<file path="config.mk">
export PLATFORM = sky130hd
export DESIGN_NAME = prog_mem_responder_flat
export DESIGN_NICKNAME = d
export VERILOG_FILES = /design/src/rtl/prog_mem_responder_if.sv /design/src/rtl/prog_mem_responder.sv /design/src/flat_wrapper.sv
export SDC_FILE = /design/constraint.sdc
export NUM_CORES = 2
export LEC_CHECK = 0
export BUFFER_PORTS_ARGS = -buffer_cell sky130_fd_sc_hd__buf_2
export CORE_MARGIN = 2
export CORE_UTILIZATION = 50
export CTS_CLUSTER_DIAMETER = 200
export DETAILED_ROUTE_END_ITERATION = 8
export PLACE_DENSITY = 0.69
export SLEW_MARGIN = 40
export SYNTH_ARGS = -nofsm -noshare
export SYNTH_HDL_FRONTEND = slang
export SYNTH_SLANG_ARGS = --single-unit
</file>
<file path="constraint.sdc">
create_clock -name clk -period 17.5 [get_ports clk]
set_input_delay 0.875 -clock clk [delete_from_list [all_inputs] [get_ports clk]]
set_output_delay 0.875 -clock clk [all_outputs]
set_load 0.005 [all_outputs]
</file>
<file path="src/rtl/prog_mem_responder_if.sv">
// Bus bundle between the CPU/host side (master) and the program-memory responder (slave).
// Carries the CPU strobes, the loader stream, the check stream and the load/check status.
interface prog_mem_responder_if #(
   parameter int ADDR_W = 8
);
   logic [1:0]        cpustate;
   logic              read;
   logic              write;
   logic [ADDR_W-1:0] addr;
   logic [7:0]        wdata;
   logic [7:0]        rdata;
   logic              ld_valid;
   logic [7:0]        ld_data;
   logic              ld_ready;
   logic              chk_valid;
   logic [7:0]        chk_data;
   logic              chk_ready;
   logic [ADDR_W:0]   ld_count;
   logic              ld_full;
   logic              chk_done;

   modport master (
      output cpustate, read, write, addr, wdata, ld_valid, ld_data, chk_ready,
      input  rdata, ld_ready, chk_valid, chk_data, ld_count, ld_full, chk_done
   );

   modport slave (
      input  cpustate, read, write, addr, wdata, ld_valid, ld_data, chk_ready,
      output rdata, ld_ready, chk_valid, chk_data, ld_count, ld_full, chk_done
   );
endinterface

</file>
<file path="src/rtl/prog_mem_responder.sv">
// Program/data RAM responder: serves CPU read/write strobes in RUN, accepts a loader
// byte stream in IN and streams the loaded bytes back to the host in CHECK.
module prog_mem_responder #(
   parameter int ADDR_W = 8,
   parameter int DATA_W = 8
) (
   input  logic                   clk,
   input  logic                   reset,
   prog_mem_responder_if.slave    bus
);
   localparam int DEPTH = 1 << ADDR_W;

   localparam logic [1:0] S_IDLE  = 2'b00;
   localparam logic [1:0] S_LOAD  = 2'b01;
   localparam logic [1:0] S_CHECK = 2'b10;
   localparam logic [1:0] S_RUN   = 2'b11;

   localparam logic [ADDR_W:0] CNT_ONE = {{ADDR_W{1'b0}}, 1'b1};

   logic [1:0]        cpustate_q, cpustate_d;
   logic [1:0]        state_q, state_d;
   logic [ADDR_W:0]   ld_count_q, ld_count_d;
   logic [ADDR_W:0]   chk_ptr_q, chk_ptr_d;
   logic              chk_valid_q, chk_valid_d;
   logic              chk_done_q, chk_done_d;
   logic [DATA_W-1:0] chk_data_q, chk_data_d;

   logic [DATA_W-1:0] mem_q [DEPTH];
   logic              mem_we;
   logic [ADDR_W-1:0] mem_waddr;
   logic [DATA_W-1:0] mem_wdata;

   logic in_load, in_check, in_run;
   logic enter_load, enter_check;
   logic ld_full, ld_ready, ld_fire;

   assign in_load     = (state_q == S_LOAD);
   assign in_check    = (state_q == S_CHECK);
   assign in_run      = (state_q == S_RUN);
   assign enter_load  = (state_d == S_LOAD)  && !in_load;
   assign enter_check = (state_d == S_CHECK) && !in_check;

   // The count doubles as the load pointer; its top bit set means every address is written.
   assign ld_full  = ld_count_q[ADDR_W];
   assign ld_ready = in_load && !ld_full;
   assign ld_fire  = ld_ready && bus.ld_valid;

   always_comb begin
      cpustate_d = bus.cpustate;
      state_d    = cpustate_q;
   end

   always_comb begin
      ld_count_d = ld_count_q;
      if (enter_load) begin
         ld_count_d = '0;
      end else if (ld_fire) begin
         ld_count_d = ld_count_q + CNT_ONE;
      end
   end

   // chk_ptr is the next address to fetch, so a new byte is staged in the same
   // cycle the current one is accepted and the stream has no bubble.
   always_comb begin
      chk_ptr_d   = chk_ptr_q;
      chk_valid_d = chk_valid_q;
      chk_done_d  = chk_done_q;
      chk_data_d  = chk_data_q;
      if (enter_check) begin
         chk_ptr_d   = '0;
         chk_valid_d = 1'b0;
         chk_done_d  = 1'b0;
      end else if (in_check) begin
         if (!chk_valid_q || bus.chk_ready) begin
            if (chk_ptr_q < ld_count_q) begin
               chk_data_d  = mem_q[chk_ptr_q[ADDR_W-1:0]];
               chk_valid_d = 1'b1;
               chk_ptr_d   = chk_ptr_q + CNT_ONE;
            end else begin
               chk_valid_d = 1'b0;
               chk_done_d  = 1'b1;
            end
         end
      end
      if (state_d != S_CHECK) begin
         chk_valid_d = 1'b0;
      end
   end

   always_comb begin
      mem_we    = 1'b0;
      mem_waddr = '0;
      mem_wdata = '0;
      if (in_run && bus.write) begin
         mem_we    = 1'b1;
         mem_waddr = bus.addr;
         mem_wdata = bus.wdata;
      end else if (ld_fire) begin
         mem_we    = 1'b1;
         mem_waddr = ld_count_q[ADDR_W-1:0];
         mem_wdata = bus.ld_data;
      end
   end

   always_ff @(posedge clk or negedge reset) begin
      if (!reset) begin
         cpustate_q  <= S_IDLE;
         state_q     <= S_IDLE;
         ld_count_q  <= '0;
         chk_ptr_q   <= '0;
         chk_valid_q <= 1'b0;
         chk_done_q  <= 1'b0;
         chk_data_q  <= '0;
      end else begin
         cpustate_q  <= cpustate_d;
         state_q     <= state_d;
         ld_count_q  <= ld_count_d;
         chk_ptr_q   <= chk_ptr_d;
         chk_valid_q <= chk_valid_d;
         chk_done_q  <= chk_done_d;
         chk_data_q  <= chk_data_d;
      end
   end

   // RAM contents survive reset so a loaded program is not lost on a CPU restart.
   always_ff @(posedge clk) begin
      if (mem_we) begin
         mem_q[mem_waddr] <= mem_wdata;
      end
   end

   assign bus.rdata     = (in_run && bus.read) ? mem_q[bus.addr] : '0;
   assign bus.ld_ready  = ld_ready;
   assign bus.ld_count  = ld_count_q;
   assign bus.ld_full   = ld_full;
   assign bus.chk_valid = chk_valid_q;
   assign bus.chk_data  = chk_data_q;
   assign bus.chk_done  = chk_done_q;
endmodule
</file>
<file path="src/flat_wrapper.sv">
// flat-port wrapper written by rule: the top's interface ports become plain ports
module prog_mem_responder_flat 
#(
   parameter int ADDR_W = 8,
   parameter int DATA_W = 8
)
  (clk, reset, bus_cpustate, bus_read, bus_write, bus_addr, bus_wdata, bus_ld_valid, bus_ld_data, bus_chk_ready, bus_rdata, bus_ld_ready, bus_chk_valid, bus_chk_data, bus_ld_count, bus_ld_full, bus_chk_done);
  prog_mem_responder_if #(.ADDR_W(ADDR_W)) bus_i ();
  input  logic clk;
  input  logic reset;
  input wire logic [$bits(bus_i.cpustate)-1:0] bus_cpustate;
  input wire logic [$bits(bus_i.read)-1:0] bus_read;
  input wire logic [$bits(bus_i.write)-1:0] bus_write;
  input wire logic [$bits(bus_i.addr)-1:0] bus_addr;
  input wire logic [$bits(bus_i.wdata)-1:0] bus_wdata;
  input wire logic [$bits(bus_i.ld_valid)-1:0] bus_ld_valid;
  input wire logic [$bits(bus_i.ld_data)-1:0] bus_ld_data;
  input wire logic [$bits(bus_i.chk_ready)-1:0] bus_chk_ready;
  output wire logic [$bits(bus_i.rdata)-1:0] bus_rdata;
  output wire logic [$bits(bus_i.ld_ready)-1:0] bus_ld_ready;
  output wire logic [$bits(bus_i.chk_valid)-1:0] bus_chk_valid;
  output wire logic [$bits(bus_i.chk_data)-1:0] bus_chk_data;
  output wire logic [$bits(bus_i.ld_count)-1:0] bus_ld_count;
  output wire logic [$bits(bus_i.ld_full)-1:0] bus_ld_full;
  output wire logic [$bits(bus_i.chk_done)-1:0] bus_chk_done;
  assign bus_i.cpustate = bus_cpustate;
  assign bus_i.read = bus_read;
  assign bus_i.write = bus_write;
  assign bus_i.addr = bus_addr;
  assign bus_i.wdata = bus_wdata;
  assign bus_i.ld_valid = bus_ld_valid;
  assign bus_i.ld_data = bus_ld_data;
  assign bus_i.chk_ready = bus_chk_ready;
  assign bus_rdata = bus_i.rdata;
  assign bus_ld_ready = bus_i.ld_ready;
  assign bus_chk_valid = bus_i.chk_valid;
  assign bus_chk_data = bus_i.chk_data;
  assign bus_ld_count = bus_i.ld_count;
  assign bus_ld_full = bus_i.ld_full;
  assign bus_chk_done = bus_i.chk_done;
  prog_mem_responder #(.ADDR_W(ADDR_W), .DATA_W(DATA_W)) u_core (.clk(clk), .reset(reset), .bus(bus_i));
endmodule
</file>
==> results by group <==
GRT
  – Largest net degree at the start of global routing: 125
  – Vias in the first global route: 54960
  – Grt total ovfl: 0
  – Gr usage total: 0.3045
  – Initial antenna violation count: 9
  – First-pass GRT wire length: 421300 um

Clock tree
  – Total clock sinks: 2080
  – H-tree levels: 4
  – Clk_lat worst skew: 0.87 ns
  – Total CTS buffers: 206
  – CTS tree: built
  – Clock Pin Slew Worst Setup and Hold Paths: 0.06 ns
  – Cts repair resizes: 0
  – Root buffer cell: clkbuf_16
  – Bufs on Longest Clock Path: 3

Yosys
  – Mapped cell area: 97200 um^2
  – Seq/Total Area, Yosys: 0.6409
  – Ys async rst share: 0.01538
  – Synth warnings: 0
  – Top FF cell, synth: edfxtp_1
  – EDFF count, synth: 2048
  – Synth Net Count: 4935
  – Synth unique cells: 61
  – Synthesized area per cell: 19.87 um^2
  – Synthesized flop and latch total: 2080
  – Cell count after synthesis: 4893

Detailed routing
  – First DRT Iteration DRCs: 9175
  – Avg Vias per Cell: 7.298
  – WL/cell: 39.50 um
  – # DRC: 0
  – Routed via count: 55560
  – Antenna-violating nets left: 0
  – Routed WL: 300700 um
  – First-pass iteration count of the detailed router: 6

Worst hold path
  – Worst Hold Path Cells: 1
  – Worst Min Path Start: bus_cpustate[0]
  – Hold crit path type: primary input to flip-flop
  – Hold endpoint: u_core.cpustate_q[0]$_DFF_PN0_

Timing
  – Slew @ Worst Pin: 1.032 ns
  – Period minus WS final: 6.868 ns
  – RSZ-0062 raised after global routing: no
  – Worst Clk Skew: 0.04281 ns
  – Setup-failing EPs final: 0
  – Tcrit/Tclk final: 0.3925
  – Relative slew slack: 0.3118
  – Hold Slack: 0.1101 ns
  – Final Slew Violations: 0
  – Count of final hold-check violations: 0
  – Fin Setup TNS: 0 ns
  – Max Clk Rate: 0.1456 GHz

Flow run
  – Max cap viols: 0

Place
  – HPWL Detailed: 184100 um
  – Placer Congestion: 0.9144
  – Number of port buffers: 60

Setup path
  – FF-to-FF End: u_core.bus.chk_data[0]$_DFFE_PN0P_
  – Worst R2R Path Depth: 10
  – Crit. End Element: primary output
  – Crit path cell chain: buf_8 > buf_4 > buf_4 > buf_4 > mux4_2 > mux4_2 > mux2i_1 > o22ai_1 > or4_1 > buf_2
  – Worst Path Required: 16.62 ns
  – WP data arrival: 5.99 ns
  – CP max FO: 75
  – Critical Path Max Stage Delay: 0.77 ns
  – CP most frequent cell: buf_4
  – Reg2reg setup slack: 12.07 ns
  – RR Startpoint: u_core.chk_ptr_q[0]$_DFFE_PN0P_
  – Critical path type: primary input to primary output
  – Slowest cell on the critical path: or4_1
  – Startpoint Class: primary input

Die
  – I/O pin count: 61
  – Initial core utilization: 0.5042
  – Die Y-Extent: 444.9 um
  – Core area: 192800 um^2
  – Die width: 444.9 um
  – FP Rows: 161
  – Die Area: 197900 um^2

Power and ir drop
  – Logic pwr share: 0.189
  – LEAKAGE: 33.30 nW
  – NetSw: 0.003211 W
  – Peak VDD IR: 0.09387 mV
  – Sw Share: 0.2611
  – P_int: 0.009087 W
  – Power per Cell Area: 113.9 nW/um^2
  – Clk network pwr share: 0.361
  – Sequential cell fraction of total power: 0.450

Layout
  – Final nets: 4961
  – Layout cells sized above 1: 0.3739
  – Layout area overhead: 11.07%

Outcome
  – Status: finished clean
==> placed cells by master, fill, tap and decap left out, drive strengths merged, types with 10 or more instances in the layout <==
cell,instances
dfrtp,32
o211ai,14
or4,11
a22o,17
nand2,153
buf,209
clkinv,76
o221ai,28
and3,15
nand4,10
xnor2,12
nor3,20
edfxtp,2048
inv,21
nor2,326
a21oi,57
o21ai,41
mux4,1096
clkbuf,270
bufinv,21
mux2,13
a22oi,51
a211oi,10
o22ai,70
nor2b,10
a221oi,25
mux2i,266
ha,10
nand3,40
==> timing repair <==
| item | CTS | global route |
|---|---|---|
| hold buffers | 1 | 0 |
| setup buffers | 0 | 0 |
| hold endpoints to repair | 14 | 0 |
==> power groups by stage <==
stage	Combinational, W	Sequential, W	Clock (W)
final	0.00232	0.00553	0.00445
after global routing	0.00242	0.00553	0.00465
after CTS	0.00229	0.00555	0.00446
after detailed placement	0.00228	0.00565	0
after global placement	0.00225	0.00565	0
after floorplan	0.00166	0.00562	0
==> per-stage QoR <==
stage | util | total power (W) | instance area, um^2 | setup WS [ns] | instances
after CTS | 0.5586 | 0.01230 | 107700 | 10.03 | 7605
after global routing | 0.5600 | 0.01260 | 108000 | 10.43 | 7611
after detailed placement | 0.5241 | 0.007934 | 101000 | 10.04 | 7231
final | 0.5600 | 0.01230 | 108000 | 10.63 | 7613
after floorplan | - | 0.007279 | 97200 | 11.51 | 4893
after global placement | 0.5200 | 0.007908 | 100200 | 9.775 | 7221
==> sequential cells by signal, summed over array words and instances, names as in the netlist <==
signal                cells
u_core.mem_q           2048
u_core.bus.chk_valid      1
u_core.bus.ld_count       9
u_core.state_q            2
u_core.cpustate_q         2
u_core.bus.chk_data       8
u_core.bus.chk_done       1
u_core.chk_ptr_q          9
==> routing by layer <==
layer  vias up  GRT usage  share of wire
li1      21190          -              -
met1     29530     0.4035           0.35
met2      4082     0.4665           0.47
met3       746    0.08454           0.12
met4         8     0.1535          0.058
met5         -   0.001709        0.00033
==> cell families after synthesis <==
| logic type | Yosys count | synth area share |
|---|---|---|
| simple gates | 624 | 0.02747 |
| compound gates | 379 | 0.02738 |
| xor+xnor | 14 | 0.001262 |
| mux | 1375 | 0.2828 |
| buf+inv | 411 | 0.01881 |
| flops | 2080 | 0.6409 |
| fa+ha+maj | 10 | 0.001287 |
==> worst max-delay path by stage <==
stage,start,end
floorplan,bus_ld_valid,u_core.mem_q[0][0]$_DFFE_PP_
global placement,bus_addr[0],bus_rdata[7]
detailed placement,bus_addr[0],bus_rdata[7]
CTS,bus_addr[0],bus_rdata[7]
global route,bus_addr[0],bus_rdata[4]
finish,bus_addr[1],bus_rdata[7]
==> worst max-delay path: cells and delay by family <==
family	cells	cell delay [ns]
AOI/OAI and AO/OA	1	0.33
buffers and inverters	5	2.56
muxes	3	1.34
and+or+nand+nor	1	0.77
==> cells in the mapped netlist, types with 4 or more instances <==
master     instances  area, um^2
nor2b_1           10       62.56
nor3_1            20       100.1
buf_1             51       191.4
o211ai_1          14       105.1
a21oi_1           57       285.3
buf_2            120       600.6
o22ai_1           70       437.9
buf_4             26       195.2
o21ai_0           41       205.2
and3b_1            4       35.03
inv_1             17       63.81
nand2b_1           6       37.54
xnor2_1           12       105.1
o2111ai_1          4       35.03
dfrtp_1           32       800.8
edfxtp_1        2048       61500
ha_1              10       125.1
or4_1             11       82.58
a22oi_1           51       382.9
o221ai_1          28       245.2
and2_1             9       56.30
nand4_1           10       62.56
a22o_1            17       148.9
buf_6              5       56.30
a2111oi_0          7       61.31
a221oi_1          25       219.0
a31oi_1            9       56.30
nand3b_1           7       52.55
o31ai_1            6       45.04
a211oi_1          10       75.07
o311ai_0           4       35.03
nor2_1           326        1224
a32oi_1            8       70.07
mux2_2            13       146.4
and3_1            15       93.84
nor4_1             8       50.05
nand3_1           40       200.2
mux2i_1          266        2663
mux4_2          1096       24680
clkbuf_1         191       716.9
nand2_1          153       574.3
==> layout make-up <==
class	instances	area (um^2)
clock buffers	269	5592
well taps	2526	3161
clock inverters	104	1045
repair buffers	211	1856
fillers	14190	84830
multi-input cells	2402	33900
diodes	3	7.507
inverters	18	73.82
flip-flops and latches	2080	62320
(Power assumes the default switching activity.)
